--- src/rtl/wide_add_sequencer.sv ---
// Multi-precision add sequencer. Two requesters share one 16-bit adder that
// has no carry-in. Each wide add runs least-significant word first, and an
// incoming carry is absorbed by a second adder pass that adds 16'h0001.
module wide_add_sequencer #(
  parameter int WORDS = 4,
  localparam int DW = 16 * WORDS
) (
  input  logic          clk,
  input  logic          rst,
  input  logic          req0_valid,
  output logic          req0_ready,
  input  logic [DW-1:0] req0_a,
  input  logic [DW-1:0] req0_b,
  input  logic          req1_valid,
  output logic          req1_ready,
  input  logic [DW-1:0] req1_a,
  input  logic [DW-1:0] req1_b,
  output logic          rsp_valid,
  input  logic          rsp_ready,
  output logic          rsp_id,
  output logic [DW-1:0] rsp_sum,
  output logic          rsp_cout,
  output logic          busy
);

  localparam int IW = (WORDS > 1) ? $clog2(WORDS) : 1;

  typedef enum logic [1:0] {
    IDLE = 2'd0,
    ADD  = 2'd1,
    INC  = 2'd2,
    RESP = 2'd3
  } state_t;

  state_t        state_r, state_n_s;
  logic [DW-1:0] a_r, b_r, result_r, result_n_s;
  logic [IW-1:0] idx_r;
  logic          carry_r, carry_n_s, c1_r, id_r, ptr_r;
  logic [15:0]   tmp_r;
  logic [15:0]   add_a_s, add_b_s, add_sum_s;
  logic          add_cout_s;
  logic          grant0_s, grant1_s, last_s;
  logic          rsp_valid_r, rsp_id_r, rsp_cout_r;
  logic [DW-1:0] rsp_sum_r;

  modifiedcarry_adder u_adder (
    .a    (add_a_s),
    .b    (add_b_s),
    .sum  (add_sum_s),
    .cout (add_cout_s)
  );

  // Arbitration: a lone valid wins; on a tie the priority pointer decides.
  always_comb begin
    grant0_s = req0_valid & (~req1_valid | ~ptr_r);
    grant1_s = req1_valid & (~req0_valid | ptr_r);
  end

  assign req0_ready = (state_r == IDLE) & grant0_s;
  assign req1_ready = (state_r == IDLE) & grant1_s;
  assign busy       = (state_r != IDLE);
  assign rsp_valid  = rsp_valid_r;
  assign rsp_id     = rsp_id_r;
  assign rsp_sum    = rsp_sum_r;
  assign rsp_cout   = rsp_cout_r;
  assign last_s     = (idx_r == IW'(WORDS - 1));

  // Adder operand mux: current word pair in ADD, carry absorption in INC.
  always_comb begin
    add_a_s = 16'h0000;
    add_b_s = 16'h0000;
    case (state_r)
      ADD: begin
        add_a_s = a_r[{idx_r, 4'b0000} +: 16];
        add_b_s = b_r[{idx_r, 4'b0000} +: 16];
      end
      INC: begin
        add_a_s = tmp_r;
        add_b_s = 16'h0001;
      end
      default: begin
        add_a_s = 16'h0000;
        add_b_s = 16'h0000;
      end
    endcase
  end

  // Result with the current word replaced, and the carry leaving this word.
  always_comb begin
    result_n_s = result_r;
    result_n_s[{idx_r, 4'b0000} +: 16] = add_sum_s;
    if (state_r == INC) begin
      carry_n_s = c1_r | add_cout_s;
    end else begin
      carry_n_s = add_cout_s;
    end
  end

  // Next-state logic.
  always_comb begin
    state_n_s = state_r;
    case (state_r)
      IDLE: begin
        if (grant0_s | grant1_s) state_n_s = ADD;
        else                     state_n_s = IDLE;
      end
      ADD: begin
        if (carry_r)     state_n_s = INC;
        else if (last_s) state_n_s = RESP;
        else             state_n_s = ADD;
      end
      INC: begin
        if (last_s) state_n_s = RESP;
        else        state_n_s = ADD;
      end
      RESP: begin
        if (rsp_ready) state_n_s = IDLE;
        else           state_n_s = RESP;
      end
      default: state_n_s = IDLE;
    endcase
  end

  // State register.
  always_ff @(posedge clk or posedge rst) begin
    if (rst) state_r <= IDLE;
    else     state_r <= state_n_s;
  end

  // Datapath: operand capture, word sequencing and the registered response.
  always_ff @(posedge clk or posedge rst) begin
    if (rst) begin
      a_r         <= '0;
      b_r         <= '0;
      result_r    <= '0;
      idx_r       <= '0;
      carry_r     <= 1'b0;
      c1_r        <= 1'b0;
      tmp_r       <= 16'h0000;
      id_r        <= 1'b0;
      ptr_r       <= 1'b0;
      rsp_valid_r <= 1'b0;
      rsp_id_r    <= 1'b0;
      rsp_sum_r   <= '0;
      rsp_cout_r  <= 1'b0;
    end else begin
      case (state_r)
        IDLE: begin
          if (grant0_s | grant1_s) begin
            a_r     <= grant1_s ? req1_a : req0_a;
            b_r     <= grant1_s ? req1_b : req0_b;
            id_r    <= grant1_s;
            idx_r   <= '0;
            carry_r <= 1'b0;
          end
        end
        ADD, INC: begin
          if ((state_r == ADD) && carry_r) begin
            // Park the raw sum; the INC pass folds the carry in.
            tmp_r <= add_sum_s;
            c1_r  <= add_cout_s;
          end else begin
            result_r <= result_n_s;
            carry_r  <= carry_n_s;
            if (last_s) begin
              rsp_sum_r   <= result_n_s;
              rsp_cout_r  <= carry_n_s;
              rsp_id_r    <= id_r;
              rsp_valid_r <= 1'b1;
            end else begin
              idx_r <= idx_r + IW'(1);
            end
          end
        end
        RESP: begin
          if (rsp_ready) begin
            rsp_valid_r <= 1'b0;
            ptr_r       <= ~rsp_id_r;
          end
        end
        default: begin
          rsp_valid_r <= 1'b0;
        end
      endcase
    end
  end

endmodule

// Shared 16-bit adder without carry-in.
module modifiedcarry_adder (
  input  logic [15:0] a,
  input  logic [15:0] b,
  output logic [15:0] sum,
  output logic        cout
);
  assign {cout, sum} = {1'b0, a} + {1'b0, b};
endmodule

--- config.mk ---
export PLATFORM = sky130hd
export DESIGN_NAME = wide_add_sequencer
export DESIGN_NICKNAME = d
export VERILOG_FILES = /design/src/rtl/wide_add_sequencer.sv
export SDC_FILE = /design/constraint.sdc
export NUM_CORES = 1
export LEC_CHECK = 0
export ABC_AREA = 1
export CORE_AREA = 3 3 125 247
export CTS_BUF_LIST = sky130_fd_sc_hd__clkbuf_16
export CTS_CLUSTER_DIAMETER = 30
export DETAILED_ROUTE_END_ITERATION = 10
export DIE_AREA = 0 0 128 250
export GPL_TIMING_DRIVEN = 0
export PLACE_DENSITY_LB_ADDON = 0.15
export RECOVER_POWER = 25
export SLEW_MARGIN = 30
export SYNTH_ARGS = -nofsm -noshare
export SYNTH_HDL_FRONTEND = slang
export SYNTH_SLANG_ARGS = --single-unit
--- constraint.sdc ---
create_clock -name clk -period 13.96 [get_ports clk]
set_clock_uncertainty 0.2 [all_clocks]
set_input_delay 2.792 -clock clk [delete_from_list [all_inputs] [get_ports clk]]
set_output_delay 2.792 -clock clk [all_outputs]
set_load 0.005 [all_outputs]
==> summary.md <==
| Metric | Value |
|---|---|
| Synth-to-Final Area Change | 34.7% |
| Distinct cell type count after synthesis | 36 |
| Mean post-synth cell area | 7.44 um^2 |
| Worst Max-Slew Pin Slew | 4.81 ns |
| Asr flop ratio synth | 100% |
| Hold-fix buffers at CTS | 0 |
| Hold path depth | 2 |
| Vias in the first global route | 15600 |
| Largest net degree at the start of global routing | 91 |
| Drt first-iter violations | 1070 |
| RSZ-0062 raised after global routing | no |
| CTS clk-pin slew, worst paths | 0.06 ns |
| Register-to-Register Path Depth | 21 |
| Synth Flop Type | dfrtp_1 |
| Initial Utilization | 50.8% |
| Clock sink total | 283 |
| WS Path Type | input port to async pin |
| Sequential cell area | 7080 um^2 |
| Final setup fails | 0 |
| Min-Delay Startpoint | rsp_sum[12]$_DFFE_PP0P_ |
| Fin util | 68.4% |
| Post-Syn Instances | 1983 |
| Placed instance area | approximately 19000 um^2 |
| Max cap viols | 3 |
| Die Y | 250 um |
| Io pins | 331 |
| Post-synthesis cell area | 14800 um^2 |
| Fillers | around 2500 |
| Ys Warns | 0 |
| First-pass GRT wire length | about 83 mm |
| Core Region | 29100 um^2 |
| Max frequency | 0.108 GHz |
| Data arrival time of the worst path | 8.56 ns |
| Die width | 128 um |
| Static Leakage | ~9.3 nW |
| Crit path cell chain | dlygate4sd3_1 > clkinvlp_2 > clkbuf_1 |
| Total nets after synthesis | 2272 |
| Final period util | 66.4% |
| Worst-path fanout max | 90 |
| Sum Neg Setup Slack | 0 ns |
| Via count | between 15000 and 20000 |
| FF-to-FF Start | state_r[1]$_DFF_PP0_ |
| Gr usage total | between 30% and 40% |
| CTS tree | yes |
| TritonCTS Buffers | 39 |
| WL final | 53.8 mm |
| DRC Markers | 0 |
| Delay-heaviest family, CP | buffers and inverters |
| Pwr Density | 256 nW/um^2 |
| Die area | 32000 um^2 |
| H-tree Lvls | 2 |
| CP bufs+invs | 3 |
| Root Driver | clkbuf_16 |
| TritonRoute pass-1 iters | 7 |
| Slew HR | -221% |
| Final hold vios | 0 |
| Total global routing overflow | 0 |
| Post-CTS setup buffers | 0 |
| Routability congestion estimate | 1.00 |
| DR WL/cell | 19.6 um |
| Avg Vias per Cell | 5.51 |
| CTS Buffer Depth | 3 |
| Seq cells post-synth | 283 |
| Routed Antenna Nets | 0 |
| Worst IR drop on VDD | between 0.1 and 0.15 mV |
| Finished Cell Area | 19900 um^2 |
| Number of flops mapped to enable cells by yosys | 0 |
| Final std cells w/o fill | 2746 |
| FF-to-FF setup slack | just over 9 ns |
| Worst setup SP type | input port |
| Crit path required time | 13.26 ns |
| Crit-path max cell delay | 3.45 ns |
| Tot Pwr | 5.10 mW |
| Rows | 88 |
| Post-DP HPWL | between 40 and 50 mm |
| Sequential-to-total area share from yosys stat | 48.0% |
| Clock latency on the worst-skew pair | about 0.54 ns |
| Tmin final | 9.26 ns |
| Status | finished with violations |
| Area of the multi-input gates | 6640 um^2 |
| RR Endpoint | result_r[24]$_DFFE_PP0P_ |
| HP Class | flip-flop to flip-flop |
| Failing checks | capacitance limit, slew limit |
| # port buffers | between 300 and 400 |
| NumNets Final | 2646 |
| Worst path slowest cell | clkbuf_1 |
| Cells after DPL | 2676 |
| PostCTS Resize Cnt | 0 |
| Hold Path End | rsp_sum[12]$_DFFE_PP0P_ |
| Ratio of cells with drive above 1 in the final layout | 6.29% |
| Worst setup EP type | async pin |
| Fin. max-slew vios | 231 |
| Initial antenna violation count | 1 |
per-layer routing:
metal	vias to the layer above	GRT usage (%)	wire, um	part of all wire (%)
met5	-	0	0	0
met3	231	5.18	2960	5.5
li1	7188	-	-	-
met2	642	61.3	28500	53
met1	7057	32.4	17200	32
met4	0	25.9	5130	9.5
where the power goes:
group	total (mW)	switching, mW	internal [mW]
Clock	1.02	0.425	0.594
Sequential	1.42	0.233	1.19
Combinational	2.66	1.78	0.881
Total	5.10	2.43	2.66
logic make-up after synthesis:
logic type,count (synthesis),synth area share (%)
XOR/XNOR,8,0.475
buffers and inverters,246,7.03
AO/OA/AOI/OAI,356,14.1
AND/OR/NAND/NOR,1062,28.0
flip-flops,283,48.0
adder cells (fa/ha/maj),28,2.42
worst min-delay path, cell delays in order, from the launching register on:
cell     delay [ns]
dfrtp_1        0.34
nand2_1        0.05
nand2_1        0.05
per-stage QoR:
| step | setup WS (ns) | hold slack [ns] |
|---|---|---|
| final | 4.70 | 0.275 |
| after global routing | 3.46 | 0.292 |
| after CTS | 6.39 | 0.281 |
| after detailed placement | 6.46 | 0.265 |
| after global placement | -0.153 | 0.262 |
| after floorplan | 3.16 | 0.249 |
layout by cell type (no fill, tap or decap), types with 3 or more instances in the layout:
master           instances
a21oi_1                 23
a31oi_1                138
a32o_1                   7
buf_1                    8
buf_2                   48
buf_4                   14
clkbuf_1                55
clkbuf_16               41
clkdlybuf4s50_1        328
clkinv_1                 3
clkinv_4                 5
dfrtp_1                283
ha_1                    27
inv_1                  113
inv_2                    7
inv_6                    9
inv_8                    6
nand2_1                750
nand3_1                 31
nand4_1                 17
nor2_1                 250
nor3_1                   3
o21a_1                   3
o21ai_0                134
o21ai_1                  4
o22ai_1                 38
o31ai_1                  3
xnor2_1                  4
xor2_1                   4
synthesized netlist by cell type (all sizes together) (17+ instances only):
library cell  count  area share (%)
nand2           752              19
dfrtp           283              48
nor2            253             6.5
o21ai           139             4.8
a31oi           138             5.8
inv             121             3.1
buf              72             2.6
clkbuf           51             1.3
o22ai            38             1.6
nand3            33             1.2
ha               27             2.3
a21oi            23            0.78
nand4            17            0.72
flip-flops by register name (all words and copies together) (netlist names):
register and cells:
tmp_r 16, c1_r 1, result_r 64, rsp_cout 1
a_r 64, idx_r 2, b_r 64, id_r 1
rsp_valid 1, state_r 2, carry_r 1, ptr_r 1
rsp_sum 64, rsp_id 1
layout make-up:
| type | instances | area share, % |
|---|---|---|
| flip-flops and latches | 283 | 35.6 |
| multi-input cells | 1454 | 33.4 |
| repair buffers | 333 | 16.8 |
| clock buffers | 41 | 5.16 |
| plain buffers | 123 | 2.89 |
| inverters | 123 | 2.33 |
| well taps | 360 | 2.27 |
| clock inverters | 28 | 1.54 |
| diodes | 1 | 0.0126 |
worst max path at each step:
stage / start / to / slack (ns) / depth (start not counted)
after floorplan: rst / a_r[0]$_DFFE_PP0P_ / 3.16 / 1
after global placement: rst / rsp_sum[29]$_DFFE_PP0P_ / -0.15 / 2
after detailed placement: req1_valid / req1_ready / 6.46 / 7
after CTS: req1_valid / req1_ready / 6.39 / 7
after global routing: rst / rsp_sum[30]$_DFFE_PP0P_ / 3.46 / 3
final: rst / rsp_sum[27]$_DFFE_PP0P_ / 4.70 / 3
No activity file was read; power rests on OpenSTA's default activity.
